**config.mk**
```make
export PLATFORM = sky130hd
export DESIGN_NAME = lane_readout_scheduler
export DESIGN_NICKNAME = d
export VERILOG_FILES = /design/src/rtl/lane_readout_scheduler.sv
export SDC_FILE = /design/constraint.sdc
export NUM_CORES = 1
export LEC_CHECK = 0
export CORE_MARGIN = 8
export CORE_UTILIZATION = 55
export DETAILED_ROUTE_END_ITERATION = 6
export GPL_ROUTABILITY_DRIVEN = 1
export PLACE_DENSITY = 0.78
export SYNTH_ARGS = -nofsm -noshare
export SYNTH_HDL_FRONTEND = slang
export SYNTH_SLANG_ARGS = --single-unit
```
**constraint.sdc**
```tcl
create_clock -name clk -period 5.5 [get_ports clk]
set_input_delay 1.1 -clock clk [delete_from_list [all_inputs] [get_ports clk]]
set_output_delay 1.1 -clock clk [all_outputs]
set_load 0.02 [all_outputs]
```
**src/rtl/lane_readout_scheduler.sv**
```systemverilog
// rtl/lane_readout_scheduler.sv - round-robin arbiter sharing one readout engine across lanes
// Optional macro LANE_SCHED_STATS_EN adds saturating grant/timeout counters with stats_clr.
module lane_readout_scheduler #(
  parameter int NLANES         = 20,
  parameter int LANE_W         = 5,
  parameter int HOLD_SETUP     = 4,
  parameter int TIMEOUT_CYCLES = 4096
) (
  input  logic              clk,
  input  logic              resn,
  input  logic              enable,
  input  logic [NLANES-1:0] lane_enable,
  input  logic [NLANES-1:0] lane_interruptn,
  output logic [NLANES-1:0] lane_hold,
  output logic              rd_req,
  output logic [LANE_W-1:0] rd_lane,
  input  logic              rd_ack,
  input  logic              rd_done,
  output logic              busy,
`ifdef LANE_SCHED_STATS_EN
  input  logic              stats_clr,
  output logic [15:0]       grant_cnt,
  output logic [15:0]       timeout_cnt,
`endif
  output logic              timeout_err
);

  localparam int CNT_MAX = (TIMEOUT_CYCLES > HOLD_SETUP) ? TIMEOUT_CYCLES : HOLD_SETUP;
  localparam int CNT_W   = $clog2(CNT_MAX);
  localparam logic [CNT_W-1:0] TMAX       = CNT_W'(TIMEOUT_CYCLES - 1);
  localparam logic [CNT_W-1:0] SETUP_LOAD = CNT_W'(HOLD_SETUP - 1);

  typedef enum logic [2:0] {
    S_IDLE,
    S_SETUP,
    S_REQ,
    S_WAIT,
    S_RELEASE
  } state_t;

  state_t              state, state_nx;
  logic [CNT_W-1:0]    cnt, cnt_nx;
  logic [NLANES-1:0]   int_sync1, int_sync2;
  logic [NLANES-1:0]   pending;
  logic [NLANES-1:0]   hold_nx;
  logic [LANE_W-1:0]   last_grant, last_nx;
  logic [LANE_W-1:0]   lane_nx;
  logic                req_nx, busy_nx, terr_nx;
  logic                win_valid;
  logic [LANE_W-1:0]   win_idx;
  logic [LANE_W:0]     cand;

  assign pending = lane_enable & ~int_sync2;

  // Search starts just after the last granted lane so every requester gets a turn.
  always_comb begin
    win_valid = 1'b0;
    win_idx   = '0;
    cand      = '0;
    for (int i = 1; i <= NLANES; i++) begin
      cand = {1'b0, last_grant} + (LANE_W+1)'(i);
      if (cand >= (LANE_W+1)'(NLANES))
        cand = cand - (LANE_W+1)'(NLANES);
      if (!win_valid && pending[cand[LANE_W-1:0]]) begin
        win_valid = 1'b1;
        win_idx   = cand[LANE_W-1:0];
      end
    end
  end

  always_comb begin
    state_nx = state;
    cnt_nx   = cnt;
    hold_nx  = lane_hold;
    req_nx   = rd_req;
    lane_nx  = rd_lane;
    busy_nx  = busy;
    last_nx  = last_grant;
    terr_nx  = 1'b0;
    case (state)
      S_IDLE: begin
        if (enable && win_valid) begin
          lane_nx  = win_idx;
          hold_nx  = NLANES'(1) << win_idx;
          busy_nx  = 1'b1;
          cnt_nx   = SETUP_LOAD;
          state_nx = S_SETUP;
        end
      end
      S_SETUP: begin
        if (cnt == '0) begin
          req_nx   = 1'b1;
          state_nx = S_REQ;
        end else begin
          cnt_nx = cnt - 1'b1;
        end
      end
      S_REQ: begin
        if (rd_ack) begin
          req_nx   = 1'b0;
          cnt_nx   = '0;
          state_nx = S_WAIT;
        end else if (cnt == TMAX) begin
          req_nx   = 1'b0;
          terr_nx  = 1'b1;
          state_nx = S_RELEASE;
        end else begin
          cnt_nx = cnt + 1'b1;
        end
      end
      S_WAIT: begin
        // done on the expiry cycle still counts as success
        if (rd_done) begin
          state_nx = S_RELEASE;
        end else if (cnt == TMAX) begin
          terr_nx  = 1'b1;
          state_nx = S_RELEASE;
        end else begin
          cnt_nx = cnt + 1'b1;
        end
      end
      S_RELEASE: begin
        hold_nx  = '0;
        busy_nx  = 1'b0;
        last_nx  = rd_lane;
        state_nx = S_IDLE;
      end
      default: state_nx = S_IDLE;
    endcase
  end

  always_ff @(posedge clk or negedge resn) begin
    if (!resn) begin
      state       <= S_IDLE;
      cnt         <= '0;
      int_sync1   <= '1;
      int_sync2   <= '1;
      lane_hold   <= '0;
      rd_req      <= 1'b0;
      rd_lane     <= '0;
      busy        <= 1'b0;
      timeout_err <= 1'b0;
      last_grant  <= LANE_W'(NLANES - 1);
    end else begin
      state       <= state_nx;
      cnt         <= cnt_nx;
      int_sync1   <= lane_interruptn;
      int_sync2   <= int_sync1;
      lane_hold   <= hold_nx;
      rd_req      <= req_nx;
      rd_lane     <= lane_nx;
      busy        <= busy_nx;
      timeout_err <= terr_nx;
      last_grant  <= last_nx;
    end
  end

`ifdef LANE_SCHED_STATS_EN
  always_ff @(posedge clk or negedge resn) begin
    if (!resn) begin
      grant_cnt   <= '0;
      timeout_cnt <= '0;
    end else if (stats_clr) begin
      grant_cnt   <= '0;
      timeout_cnt <= '0;
    end else begin
      if (state == S_IDLE && state_nx == S_SETUP && grant_cnt != 16'hFFFF)
        grant_cnt <= grant_cnt + 16'd1;
      if (terr_nx && timeout_cnt != 16'hFFFF)
        timeout_cnt <= timeout_cnt + 16'd1;
    end
  end
`else
  // statistics counters are not built in this configuration
`endif

endmodule

```
# Yosys cells after proc, flatten, opt, wreduce, memory -nomap -nowiden
# Index checks and enable logic that the tools add are counted.
dict set report op_classes {
  add_sub_neg 42
  multipliers 0
  n_div 0
  magnitude_cmp 40
  n_eq_ne 10
  n_shift 1
  mux 124
  bitwise 2
  reduce_logical 49
}
# operator count
set ops {}
lappend ops {{$mux 5} 40}
lappend ops {{$ge 6x5->1 const B} 20}
lappend ops {{$lt 5x6->1 const B} 20}
lappend ops {{$bmux 1 s5} 20}
lappend ops {{$sub 5x5->5 const B} 20}
lappend ops {{$mux 12} 5}
lappend ops {{$add 5x4->6 const B} 8}
lappend ops {{$pmux 12 s4} 1}
lappend ops {{$mux 1} 47}
lappend ops {{$pmux 20 s2} 1}
lappend ops {{$add 5x5->6 const B} 5}
lappend ops {{$add 5x3->6 const B} 4}
lappend ops {{$and 20x20->20} 1}
lappend ops {{$logic_and 1x1->1} 20}
lappend ops {{$mux 20} 1}
lappend ops {{$not 20->20} 1}
lappend ops {{$shl 1x5->20 const A} 1}
lappend ops {{$logic_not 1->1} 19}
lappend ops {{$mux 3} 5}
lappend ops {{$add 12x1->12 const B} 1}
lappend ops {{$add 5x2->6 const B} 2}
lappend ops {{$eq 12x12->1 const B} 1}
lappend ops {{$logic_not 12->1} 1}
lappend ops {{$pmux 3 s4} 1}
lappend ops {{other kinds (14)} 23}
dict set report word_totals {
  ff_bits 88
  latch_bits 0
  ramBits 0
  rom_bits 0
  inputBits 45
  out_inout_bits 28
  elab_cells 278
  mem_count 0
}

# Depth between registers and ports, before layout
# Gate-level depths: netlist (run 1).
dict set report depth {
  word_depth 66
  depth_mapped 24
  ltp_nobuf 19
}

# Worst setup path after synthesis (run 1)
# OpenSTA, ideal clock, no wires.
dict set report synth_timing {
  kind {reg2reg}
  startpoint {register last_grant[0]}
  endpoint {register lane_hold[4]}
  setup_time_ps 68
  arrival_time_ps 5842
  required_ps 5432
  path_slack_ps -410
  stages_incl_launch_ff 24
  n_path_buf 5
  period_less_slack_ps 5910
  path_cell_list {dfstp_2 -> buf_2 -> buf_4 -> inv_2 -> buf_2 -> ha_1 -> xnor2_1 -> clkbuf_1 -> inv_1 -> ha_1 -> and3_1 -> a31o_2 -> a31oi_1 -> nand2_1 -> a311o_1 -> a21oi_1 -> or4b_1 -> clkbuf_1 -> nor2_1 -> a32oi_1 -> o311a_1 -> o31a_2 -> nor4b_4 -> a32o_1}
}
dict set report synth_via {
  elab_chain_cells 66
  word_cells_on_any_way 204
  classes_between {add/sub (40); order compare (20); eq/ne (1); shift (1); mux (102); reduce/logical (40)}
}
# element line
set synth_lines {}
lappend synth_lines {{start: declaration} 46} ;# logic [LANE_W-1:0] last_grant, last_nx;
lappend synth_lines {{start signal: assignment} 143} ;# last_grant <= LANE_W'(NLANES - 1);
lappend synth_lines {{start signal: assignment} 154} ;# last_grant <= last_nx;
lappend synth_lines {{$add 5x1->6} 61} ;# cand = {1'b0, last_grant} + (LANE_W+1)'(i);
lappend synth_lines {{$sub 5x5->5 or $ge 6x5->1 (tied branches)} {63, 62}}
lappend synth_lines {{$mux 5} 62} ;# if (cand >= (LANE_W+1)'(NLANES))
lappend synth_lines {{$bmux 1 s5} 64} ;# if (!win_valid && pending[cand[LANE_W-1:0]]) begin
lappend synth_lines {{$mux 1 (not written as such)} 64}
lappend synth_lines {{$mux 1} 64}
lappend synth_lines {{$logic_not 1->1} 64}
lappend synth_lines {{$logic_and 1x1->1} 64}
lappend synth_lines {{[... 50 more ...]} --}
lappend synth_lines {{$logic_and 1x1->1} 64}
lappend synth_lines {{$mux 1} 64}
lappend synth_lines {{$logic_not 1->1} 64}
lappend synth_lines {{$logic_and 1x1->1} 64}
lappend synth_lines {{$mux 5 or $mux 1 (tied branches)} 64}
lappend synth_lines {{$shl 1x5->20 or $logic_and 1x1->1 (tied branches)} {84, 82}}
lappend synth_lines {{$mux 20 or $ne 2x2->1 (tied branches)} --}
lappend synth_lines {{$pmux 20 s2 or $reduce_and 2->1 (tied branches)} --}
lappend synth_lines {{end signal: assignment} 149} ;# lane_hold <= hold_nx;
lappend synth_lines {{end: declaration} 14} ;# output logic [NLANES-1:0] lane_hold,
# Several ways; a longest one is shown, not always the timed one. The select of a mux whose other input is x is not followed.
# A chain may end at the register's enable or synchronous reset.

# Worst setup path after layout (run 1)
dict set report layout_timing {
  startpoint {input port lane_enable[5]}
  endpoint {register lane_hold[2]}
}
dict set report layout_via {
  elab_chain_cells 64
  word_cells_on_any_way 125
  classes_between {eq/ne (1); shift (1); mux (82); bitwise (1); reduce/logical (40)}
}
# element line
set layout_lines {}
lappend layout_lines {{start: declaration} 12} ;# input logic [NLANES-1:0] lane_enable,
lappend layout_lines {{$and 20x20->20 (*)} 53} ;# assign pending = lane_enable & ~int_sync2;
lappend layout_lines {{$bmux 1 s5} 64}
lappend layout_lines {{$mux 1 (not written as such)} 64}
lappend layout_lines {{$mux 1} 64}
lappend layout_lines {{$logic_not 1->1} 64}
lappend layout_lines {{$logic_and 1x1->1} 64}
lappend layout_lines {{$mux 1} 64}
lappend layout_lines {{$logic_not 1->1} 64}
lappend layout_lines {{[... 48 more ...]} --}
lappend layout_lines {{$logic_and 1x1->1} 64}
lappend layout_lines {{$mux 1} 64}
lappend layout_lines {{$logic_not 1->1} 64}
lappend layout_lines {{$logic_and 1x1->1} 64}
lappend layout_lines {{$mux 5 or $mux 1 (tied branches)} 64}
lappend layout_lines {{$shl 1x5->20 or $logic_and 1x1->1 (tied branches)} {84, 82}}
lappend layout_lines {{$mux 20 or $ne 2x2->1 (tied branches)} --}
lappend layout_lines {{$pmux 20 s2 or $reduce_and 2->1 (tied branches)} --}
# Mark *: on every way between the ends. The rest lies on a longest branch, timed or not. The select of a mux whose other input is x is not followed.

==> results of run 1 <==
==> timing repair <==
item,CTS,global route
setup buffers,0,1
cloned,0,1
resized for setup,1,34
pin swaps,0,6
endpoints found under the setup margin,14,38
==> per-stage QoR <==
step | hold slack (ns) | cells | util (%)
2_1_floorplan | 0.345 | 1260 | -
3_3_place_gp | 0.345 | 1624 | 65.3
3_5_place_dp | 0.347 | 1624 | 65.3
4_1_cts | 0.345 | 1640 | 66.9
5_1_grt | 0.351 | 1642 | 67.7
6_report | 0.349 | 1642 | 67.7
==> routing by layer <==
layer	up-vias	part of all wire [%]	track usage, %	wire length [um]
met5	-	0	0	0
li1	5176	-	-	-
met4	0	5.8	17.1	2200
met2	624	46	50.8	17600
met1	5452	39	39.7	14900
met3	134	9.1	5.38	3480
==> cells by family (layout without fill, tap and decap cells) <==
logic type	count (synthesis)	after routing	share of synthesized area [%]
buffers and inverters	113	261	4.47
adders and majority gates	43	43	5.24
AOI/OAI and AO/OA	440	440	29.6
DFF	88	88	21.7
xor gates and xnor gates	33	33	2.92
muxes	69	69	10.0
and+or+nand+nor	474	474	26.0
==> final cells by class <==
class	count	area, um2
multi-input cells	1059	7840
well taps	234	293
fillers	1588	6010
inverters	38	143
repair buffers	207	1800
clock inverters	6	66.3
flip-flops and latches	88	2260
clock buffers	10	229
==> worst max-delay path, delay by kind of cell <==
family          cells  cell delay, ns
compound gates      7            1.92
buf+inv             1            0.42
simple gates        5            2.22
==> placed cells by master (no fill, tap or decap), types with 11 or more instances in the layout <==
cell type / count
sky130_fd_sc_hd__ha_1: 39
sky130_fd_sc_hd__o211ai_1: 23
sky130_fd_sc_hd__xnor2_1: 26
sky130_fd_sc_hd__clkdlybuf4s50_1: 71
sky130_fd_sc_hd__a21o_1: 12
sky130_fd_sc_hd__nand3b_1: 15
sky130_fd_sc_hd__buf_4: 131
sky130_fd_sc_hd__a211oi_1: 14
sky130_fd_sc_hd__nand3_1: 46
sky130_fd_sc_hd__a32o_1: 18
sky130_fd_sc_hd__dfstp_2: 43
sky130_fd_sc_hd__nor2_1: 69
sky130_fd_sc_hd__mux2i_1: 31
sky130_fd_sc_hd__o21ai_0: 63
sky130_fd_sc_hd__nor3_1: 35
sky130_fd_sc_hd__dfrtp_1: 44
sky130_fd_sc_hd__o31ai_1: 20
sky130_fd_sc_hd__mux2_2: 11
sky130_fd_sc_hd__mux4_2: 27
sky130_fd_sc_hd__nand4_1: 13
sky130_fd_sc_hd__nand2_1: 106
sky130_fd_sc_hd__a211o_1: 12
sky130_fd_sc_hd__and3_1: 12
sky130_fd_sc_hd__a21oi_1: 94
sky130_fd_sc_hd__nor2b_1: 30
sky130_fd_sc_hd__inv_1: 30
sky130_fd_sc_hd__a31oi_1: 24
sky130_fd_sc_hd__o22ai_1: 14
sky130_fd_sc_hd__nand2b_1: 38
==> worst min-delay path by stage <==
stage	startpoint	end	slack, ns	depth (start not counted)
finish	int_sync1[19]	int_sync2[19]	0.35	0
global route	int_sync1[19]	int_sync2[19]	0.35	0
CTS	int_sync1[19]	int_sync2[19]	0.34	0
detailed placement	int_sync1[19]	int_sync2[19]	0.35	0
global placement	int_sync1[6]	int_sync2[6]	0.35	0
floorplan	int_sync1[0]	int_sync2[0]	0.35	0
==> sequential cells by signal, summed over array words and instances (netlist names) <==
name,cells
rd_req,1
last_grant,5
int_sync2,20
rd_lane,5
timeout_err,1
busy,1
lane_hold,20
int_sync1,20
cnt,12
state,3
==> implementation parameters, run 1 <==
Parameter                              Value

Finish
  Share of post-route cells with drive strength above 1 ... 22.2%
  Final-stage net count ... 1491
  Layout overhead on the synthesized area ... 21.4%
  Number of antenna cells inserted ... 0
  Final design instance area without fill ... 0.0126 mm2

Critical path
  Endpoint of the most critical setup path ... lane_hold[2]
  Worst Path Arrival ... 5.64 ns
  Cells along the critical path ... clkdlybuf4s50_1 -> and4b_1 -> or4_4 -> a2111o_1 -> a31o_1 -> or4_4 -> or4_1 -> a32o_1 -> a311o_1 -> a31oi_1 -> a211o_2 -> nor4b_4 -> a32o_1
  R2R cell count ... 18
  End of the worst register-to-register path ... lane_hold[2]
  Nature of the critical path endpoint ... flop
  Critical Path Fanout Max ... 5
  Required time at the worst-slack endpoint ... 5.78 ns
  Setup slack, reg-to-reg ... 0.17 ns
  Element type at the critical path start ... input port
  Max incr delay on CP ... 0.60 ns
  RR Startpoint ... last_grant[1]
  Start point of the critical path ... lane_enable[5]
  Crit path max-delay cell type ... sky130_fd_sc_hd__or4_4
  Critical path start-end classification ... in2reg

Yosys
  Netlist area before placement ... 0.0104 mm2
  Sequential fraction of the synthesis area ... around 22%
  Post-synth top cells ... 106 x sky130_fd_sc_hd__nand2_1, 98 x sky130_fd_sc_hd__a21oi_1, 69 x sky130_fd_sc_hd__nor2_1
  Most frequently used flop master after synthesis ... sky130_fd_sc_hd__dfrtp_1
  Count of unique library cells instantiated by Yosys ... between 90 and 100
  Share of synthesized registers carrying an async set or reset ... 100%
  Net count after synthesis ... roughly 1300
  Share of the synthesized area in the top cell type ... between 10% and 20%
  Yosys warning total ... 0
  Number of cells produced by synthesis ... roughly 1300
  Per-instance average area after synthesis ... 8.26 um2
  Cell with the most instances after synthesis ... sky130_fd_sc_hd__nand2_1
  Top cell type by total area after synthesis ... sky130_fd_sc_hd__dfstp_2
  Synth area leaders ... sky130_fd_sc_hd__dfstp_2 11%, sky130_fd_sc_hd__dfrtp_1 11%, sky130_fd_sc_hd__mux4_2 5.8%, sky130_fd_sc_hd__ha_1 5.0%, sky130_fd_sc_hd__a21oi_1 4.7%
  Register bit total from synthesis ... 88
  Number of flops mapped to enable cells by yosys ... 0

GRT
  Number of antenna violations at the first check in global routing ... 0
  All-Layer GR Usage ... 31.5%
  Gr ovfl total ... 0
  Via count of the first global-routing pass ... around 11000
  Pin count of the biggest net entering global routing ... 52
  First-pass GRT wire length ... 59500 um

Die
  Overall die width ... 154 um
  I/O pin total ... 73
  Starting Density ... 55.8%
  Row count ... 50
  Placeable core region ... 0.0186 mm2
  Area of the die ... 0.0236 mm2
  Floorplan die height ... 154 um

STA
  Number of hold violations in the final report ... 0
  Setup repair after global routing missed its margin ... no
  Worst slew slack as a fraction of its limit ... between 40% and 50%
  Worst setup slack after layout ... 0.142 ns
  Setup-failing EPs final ... 0
  Total negative slack ... 0 ns
  Final worst clock skew ... between 0.01 and 0.015 ns
  Slew of the pin with the lowest slew margin ... 0.809 ns
  Final critical delay including setup and external delays ... 5.36 ns
  Max Clock Freq ... 187 MHz
  Fin. max-slew vios ... 0
  Share of the clock period used by the worst path ... 97.4%

Place
  Port-buffer cells ... 72
  Detailed placer's ending HPWL ... 29900 um
  Dpl ws ... -0.240 ns
  Final weighted congestion in routability-driven placement ... 1.08
  Cell area after placement ... 0.0122 mm2

Status
  Status ... finished, final reports clean

Detailed routing
  Sum of routed wire length over all layers ... between 30000 and 40000 um
  Total vias in the final route ... 11386
  Number of design-rule violations left by the first detailed-router iteration ... 1240
  Number of optimization iterations in the first detailed-route pass ... 7
  Wirelength per Cell ... ~23 um
  Number of design rule violations left after detail routing ... 0
  Ratio of routed vias to standard cells ... 6.93
  Count of nets left with antenna violations after detail routing ... 0

Clock tree
  Source-to-sink clock delay at the later pin of the worst-skew pair ... 0.35 ns
  Clock transition at the register clock pins on the worst setup and hold paths after CTS ... 0.07 ns
  CTS root buf ... sky130_fd_sc_hd__clkbuf_16
  Maximum buffer depth of the clock tree ... 2
  Total of hold buffers inserted after clock tree synthesis ... 0
  Total CTS buffers ... 9
  Sink count of the clock tree ... about 90
  Count of H-tree levels built during CTS ... 3
  TritonCTS clock tree ... built

Job
  Max-cap check violation count ... 0

Hold path
  Worst Hold Class ... reg2reg
Power of run 1 is not shown: default switching activity piles up to over one toggle a cycle in this logic, so the estimate is an artifact.
==> run 2, diff against run 1 <==
Settings changed: CORE_UTILIZATION 55 to 60, PLACE_DENSITY 0.78 to 0.81, SLEW_MARGIN set to 20.
Clock period 5.5 ns to 6.2 ns, I/O delays scaled along.
==> run 2 against run 1 <==
Compared with the run above:
- utilization grew 1.7 points
- register-to-register slack better by 0.11 ns
- worst hold slack gained 0.0012 ns
- largest cell class unchanged
- highest routed layer unchanged
==> implementation parameters, run 2 (synthesis gave the netlist of run 1 again) <==
Parameter                              Value

Status
  Status ... finished, final reports clean

Die
  Row count ... 48
  Area of the die ... 0.0218 mm2
  I/O pin total ... 73
  Floorplan die height ... 148 um
  Placeable core region ... 0.0171 mm2
  Starting Density ... between 60 and 70%
  Overall die width ... about 150 um

GRT
  Gr ovfl total ... 0
  Via count of the first global-routing pass ... just over 10000
  All-Layer GR Usage ... 33.4%
  Number of antenna violations at the first check in global routing ... 1
  First-pass GRT wire length ... 57900 um
  Pin count of the biggest net entering global routing ... 68

Critical path
  Cell class contributing the biggest share of worst-path delay ... simple AND/OR/NAND/NOR gates
  Cells along the critical path ... inv_2 -> ha_1 -> xnor2_1 -> buf_4 -> inv_1 -> ha_1 -> a21bo_2 -> a22o_1 -> nand3b_1 -> a32oi_1 -> or4_4 -> nor4_1 -> nand3_1 -> a311o_1 -> a31oi_1 -> a211o_2 -> nor4b_4 -> a32o_1
  Element type at the critical path start ... flop
  Worst Path Arrival ... 6.20 ns
  Critical path start-end classification ... reg2reg
  Nature of the critical path endpoint ... flop
  Worst path most repeated cell ... sky130_fd_sc_hd__ha_1
  Crit path max-delay cell type ... sky130_fd_sc_hd__dfstp_2
  Critical Path Fanout Max ... 11
  Sum of buffers and inverters on the critical path ... 3
  Required time at the worst-slack endpoint ... between 6 and 7 ns
  R2R cell count ... 18
  Max incr delay on CP ... 0.73 ns
  WP depth ... 18

Clock tree
  Source-to-sink clock delay at the later pin of the worst-skew pair ... 0.35 ns
  Setup Buffers After CTS ... 0
  Total CTS buffers ... 9
  Sink count of the clock tree ... 88
  Clock transition at the register clock pins on the worst setup and hold paths after CTS ... 0.06 ns
  Count of H-tree levels built during CTS ... 3
  Maximum buffer depth of the clock tree ... 2
  Total of hold buffers inserted after clock tree synthesis ... 0
  CTS root buf ... sky130_fd_sc_hd__clkbuf_16
  TritonCTS clock tree ... built

STA
  Setup-failing EPs final ... 0
  Fin. max-slew vios ... 0
  Number of hold violations in the final report ... 0
  Slew of the pin with the lowest slew margin ... 1.10 ns
  Final worst clock skew ... 0.0137 ns
  Max Clock Freq ... 169 MHz
  Total negative slack ... 0 ns
  Share of the clock period used by the worst path ... 95.5%
  Final critical delay including setup and external delays ... 5.92 ns
  Worst slew slack as a fraction of its limit ... 26.3%
  Setup repair after global routing missed its margin ... no

Hold path
  Worst Hold Class ... reg2reg
  Hold path depth ... 0

Place
  Detailed placer's ending HPWL ... approximately 29000 um
  Final weighted congestion in routability-driven placement ... 1.06
  Port-buffer cells ... 72

Detailed routing
  Total vias in the final route ... 11122
  Number of design-rule violations left by the first detailed-router iteration ... 1233
  Sum of routed wire length over all layers ... 37100 um
  Ratio of routed vias to standard cells ... 7.12
  Number of design rule violations left after detail routing ... 0
  Number of optimization iterations in the first detailed-route pass ... 6
  Count of nets left with antenna violations after detail routing ... 0
  Wirelength per Cell ... 23.7 um

Finish
  Commonest non-fill, non-tap cell in the layout ... sky130_fd_sc_hd__nand2_1
  Share of post-route cells with drive strength above 1 ... ~16%
  Area of the multi-input gates ... 0.00770 mm2
  Number of antenna cells inserted ... 0
  Layout overhead on the synthesized area ... 14.2%
  Layout filler cell count ... 1384
  Commonest cells after routing, fill and taps aside ... 106 x sky130_fd_sc_hd__nand2_1, 98 x sky130_fd_sc_hd__a21oi_1, 71 x sky130_fd_sc_hd__clkdlybuf4s50_1
  Regs by FF count ... int_sync1 (20), int_sync2 (20), lane_hold (20)
  Final-stage net count ... 1421
  Storage cell area ... 0.00226 mm2

Job
  Max-cap check violation count ... 0
[run 2: cell types whose count changed in the layout (fill, tap and decap cells not counted), moves of 3 or more]
cell	delta
sky130_fd_sc_hd__inv_2	-3
sky130_fd_sc_hd__a21oi_1	+4
sky130_fd_sc_hd__buf_12	-4
sky130_fd_sc_hd__ha_1	+3
sky130_fd_sc_hd__buf_4	-65
sky130_fd_sc_hd__a2111oi_1	-3
sky130_fd_sc_hd__a2111oi_0	+4
sky130_fd_sc_hd__a21oi_2	-4
sky130_fd_sc_hd__inv_1	+3
[run 2: repair_timing]
item | in CTS | in global routing
endpoints found under the hold margin | 0 | 0
setup endpoints to repair | 0 | 4
gates resized for setup | 0 | 1
[run 2: final timing paths]
check                      slack [ns]            end           from
min reg2reg                      0.35   int_sync2[8]   int_sync1[8]
max in group asynchronous        4.32     rd_lane[1]           resn
max reg2reg                      0.28   lane_hold[1]  last_grant[0]
max                              0.28   lane_hold[1]  last_grant[0]
min                              0.35   int_sync2[8]   int_sync1[8]
min in group asynchronous        1.00  int_sync1[19]           resn
[run 2: metrics by stage]
stage	util, %	hold WS, ns	cell area [um2]	instances	setup WS [ns]
floorplan	-	0.345	10400	1260	0.290
CTS	69.4	0.353	11900	1563	0.385
detailed placement	67.6	0.347	11600	1547	0.153
global placement	67.6	0.345	11600	1547	0.279
finish	69.5	0.351	11900	1563	0.278
global route	69.5	0.356	11900	1563	0.0692
[run 2: metal layers]
layer / global-route usage [%] / up-vias / wire, um
li1: - / 5038 / -
met1: 43.0 / 5281 / 14600
met2: 51.2 / 662 / 16600
met3: 7.52 / 141 / 3720
met4: 18.6 / 0 / 2150
met5: 0 / - / 0
[run 2: area by class of cell]
type                    instances  area share [%]
multi-input cells            1059            64.7
flip-flops and latches         88            19.0
repair buffers                137            10.1
well taps                     225            2.37
clock buffers                  11            2.04
inverters                      38            1.20
clock inverters                 5           0.537
[run 2: worst reg2reg max path: stages, from the launching register on]
cell                       delay (ns)
sky130_fd_sc_hd__dfstp_2         0.73
sky130_fd_sc_hd__inv_2           0.10
sky130_fd_sc_hd__ha_1            0.31
sky130_fd_sc_hd__xnor2_1         0.18
sky130_fd_sc_hd__buf_4           0.22
sky130_fd_sc_hd__inv_1           0.23
sky130_fd_sc_hd__ha_1            0.36
sky130_fd_sc_hd__a21bo_2         0.27
sky130_fd_sc_hd__a22o_1          0.29
sky130_fd_sc_hd__nand3b_1        0.12
sky130_fd_sc_hd__a32oi_1         0.32
sky130_fd_sc_hd__or4_4           0.64
sky130_fd_sc_hd__nor4_1          0.64
sky130_fd_sc_hd__nand3_1         0.19
sky130_fd_sc_hd__a311o_1         0.41
sky130_fd_sc_hd__a31oi_1         0.15
sky130_fd_sc_hd__a211o_2         0.19
sky130_fd_sc_hd__nor4b_4         0.30
sky130_fd_sc_hd__a32o_1          0.22
Power of run 2 is left out for the same reason.
==> run 3, diff against run 2 <==
Settings changed: CTS_BUF_LIST set to sky130_fd_sc_hd__clkbuf_8 sky130_fd_sc_hd__clkbuf_16.
==> run 3 against run 2 <==
Compared with the run above:
- wire length hardly changed
- maximum frequency stayed put
- final area stayed put
- register-to-register slack hardly changed
- flip-flop and latch count stayed put
- cell count stayed put
- sequential share of layout area stayed put
- critical endpoint unchanged
==> implementation parameters, run 3 (synthesis gave the netlist of run 1 again) <==
Parameter                              Value

Status
  Status ... finished, final reports clean

Detailed routing
  Total vias in the final route ... 11122
  Wirelength per Cell ... between 20 and 25 um
  Ratio of routed vias to standard cells ... 7.12
  Number of design-rule violations left by the first detailed-router iteration ... 1233
  Number of design rule violations left after detail routing ... 0
  Count of nets left with antenna violations after detail routing ... 0
  Number of optimization iterations in the first detailed-route pass ... 6
  Sum of routed wire length over all layers ... 37100 um

STA
  Setup-failing EPs final ... 0
  Setup repair after global routing missed its margin ... no
  Number of hold violations in the final report ... 0
  Fin. max-slew vios ... 0
  Slew of the pin with the lowest slew margin ... 1.10 ns
  Max Clock Freq ... 169 MHz
  Worst slew slack as a fraction of its limit ... 26.3%
  Total negative slack ... 0 ns
  Final critical delay including setup and external delays ... 5.92 ns
  Final worst clock skew ... around 0.014 ns
  Share of the clock period used by the worst path ... 95.5%

Place
  Port-buffer cells ... 72
  Final weighted congestion in routability-driven placement ... 1.06
  Detailed placer's ending HPWL ... between 20000 and 30000 um

Finish
  Number of antenna cells inserted ... 0
  Layout filler cell count ... 1384
  Commonest cells after routing, fill and taps aside ... 106 x sky130_fd_sc_hd__nand2_1, 98 x sky130_fd_sc_hd__a21oi_1, 71 x sky130_fd_sc_hd__clkdlybuf4s50_1
  Commonest non-fill, non-tap cell in the layout ... sky130_fd_sc_hd__nand2_1
  Storage cell area ... 0.00226 mm2
  Share of post-route cells with drive strength above 1 ... 16.0%
  Regs by FF count ... int_sync1 (20), int_sync2 (20), lane_hold (20)
  Layout overhead on the synthesized area ... 14.2%
  Final-stage net count ... 1421
  Area of the multi-input gates ... 0.00770 mm2

GRT
  Gr ovfl total ... 0
  Number of antenna violations at the first check in global routing ... 1
  All-Layer GR Usage ... 33.4%
  Pin count of the biggest net entering global routing ... 68
  First-pass GRT wire length ... approximately 58000 um
  Via count of the first global-routing pass ... 10331

Critical path
  Critical Path Fanout Max ... 11
  Critical path start-end classification ... reg2reg
  Required time at the worst-slack endpoint ... 6.48 ns
  Nature of the critical path endpoint ... flop
  Element type at the critical path start ... flop
  Worst Path Arrival ... 6.20 ns
  Setup slack, reg-to-reg ... 0.28 ns

Clock tree
  CTS root buf ... sky130_fd_sc_hd__clkbuf_16
  Source-to-sink clock delay at the later pin of the worst-skew pair ... 0.35 ns
  Count of H-tree levels built during CTS ... 3
  Total of hold buffers inserted after clock tree synthesis ... 0
  Post-CTS Resized ... 0
  Maximum buffer depth of the clock tree ... 2
  Setup Buffers After CTS ... 0
  Clock transition at the register clock pins on the worst setup and hold paths after CTS ... 0.06 ns
  TritonCTS clock tree ... built
  Sink count of the clock tree ... 88
  Total CTS buffers ... 9

Die
  Floorplan die height ... roughly 150 um
  Area of the die ... about 0.022 mm2
  I/O pin total ... 73
  Placeable core region ... 0.0171 mm2
  Overall die width ... 148 um
  Row count ... 48
  Starting Density ... 60.8%

Job
  Max-cap check violation count ... 0

Hold path
  Worst Hold Class ... reg2reg
-- run 3: cell types whose count changed in the layout (fill, tap and decap cells not counted), sizes merged --
| cell | delta |
|---|---|
| clkbuf | -1 |
| inv | +1 |
-- run 3: per-stage QoR --
step	utilization (%)	std cells	setup WS (ns)	cell area [um2]	hold WS, ns
finish	69.5	1563	0.278	11900	0.351
global route	69.5	1563	0.0692	11900	0.356
CTS	69.4	1563	0.385	11900	0.353
detailed placement	67.6	1547	0.153	11600	0.347
global placement	67.6	1547	0.279	11600	0.345
floorplan	-	1260	0.290	10400	0.345
-- run 3: layout make-up --
type,instances,area share [%]
Multi-Input combinational cell,1059,64.7
Sequential cell,88,19.0
Timing Repair Buffer,137,10.1
Tap cell,225,2.37
Clock buffer,10,2.01
Inverter,38,1.20
Clock inverter,6,0.568
-- run 3: critical path, stage by stage, from the launching register on --
cell and delay, ns:
sky130_fd_sc_hd__dfstp_2 0.73, sky130_fd_sc_hd__inv_2 0.10, sky130_fd_sc_hd__ha_1 0.31, sky130_fd_sc_hd__xnor2_1 0.18, sky130_fd_sc_hd__buf_4 0.22, sky130_fd_sc_hd__inv_1 0.23
sky130_fd_sc_hd__ha_1 0.35, sky130_fd_sc_hd__a21bo_2 0.27, sky130_fd_sc_hd__a22o_1 0.29, sky130_fd_sc_hd__nand3b_1 0.12, sky130_fd_sc_hd__a32oi_1 0.32, sky130_fd_sc_hd__or4_4 0.64
sky130_fd_sc_hd__nor4_1 0.64, sky130_fd_sc_hd__nand3_1 0.19, sky130_fd_sc_hd__a311o_1 0.41, sky130_fd_sc_hd__a31oi_1 0.15, sky130_fd_sc_hd__a211o_2 0.19, sky130_fd_sc_hd__nor4b_4 0.30
sky130_fd_sc_hd__a32o_1 0.22
-- run 3: path summary, 6_finish.rpt --
| check | startpoint | endpoint | depth (start not counted) |
|---|---|---|---|
| max | last_grant[0] | lane_hold[1] | 18 |
| min | int_sync1[8] | int_sync2[8] | 0 |
| max reg2reg | last_grant[0] | lane_hold[1] | 18 |
| min reg2reg | int_sync1[8] | int_sync2[8] | 0 |
| max in group asynchronous | resn | rd_lane[1] | 2 |
| min in group asynchronous | resn | int_sync1[2] | 1 |
-- run 3: routing by layer --
| layer | global-route usage, % | wire length, um | share of wire, % |
|---|---|---|---|
| met4 | 18.6 | 2150 | 5.8 |
| met5 | 0 | 0 | 0 |
| met3 | 7.52 | 3720 | 10 |
| met2 | 51.2 | 16600 | 45 |
| met1 | 43.0 | 14600 | 39 |
Power of run 3 is left out for the same reason.
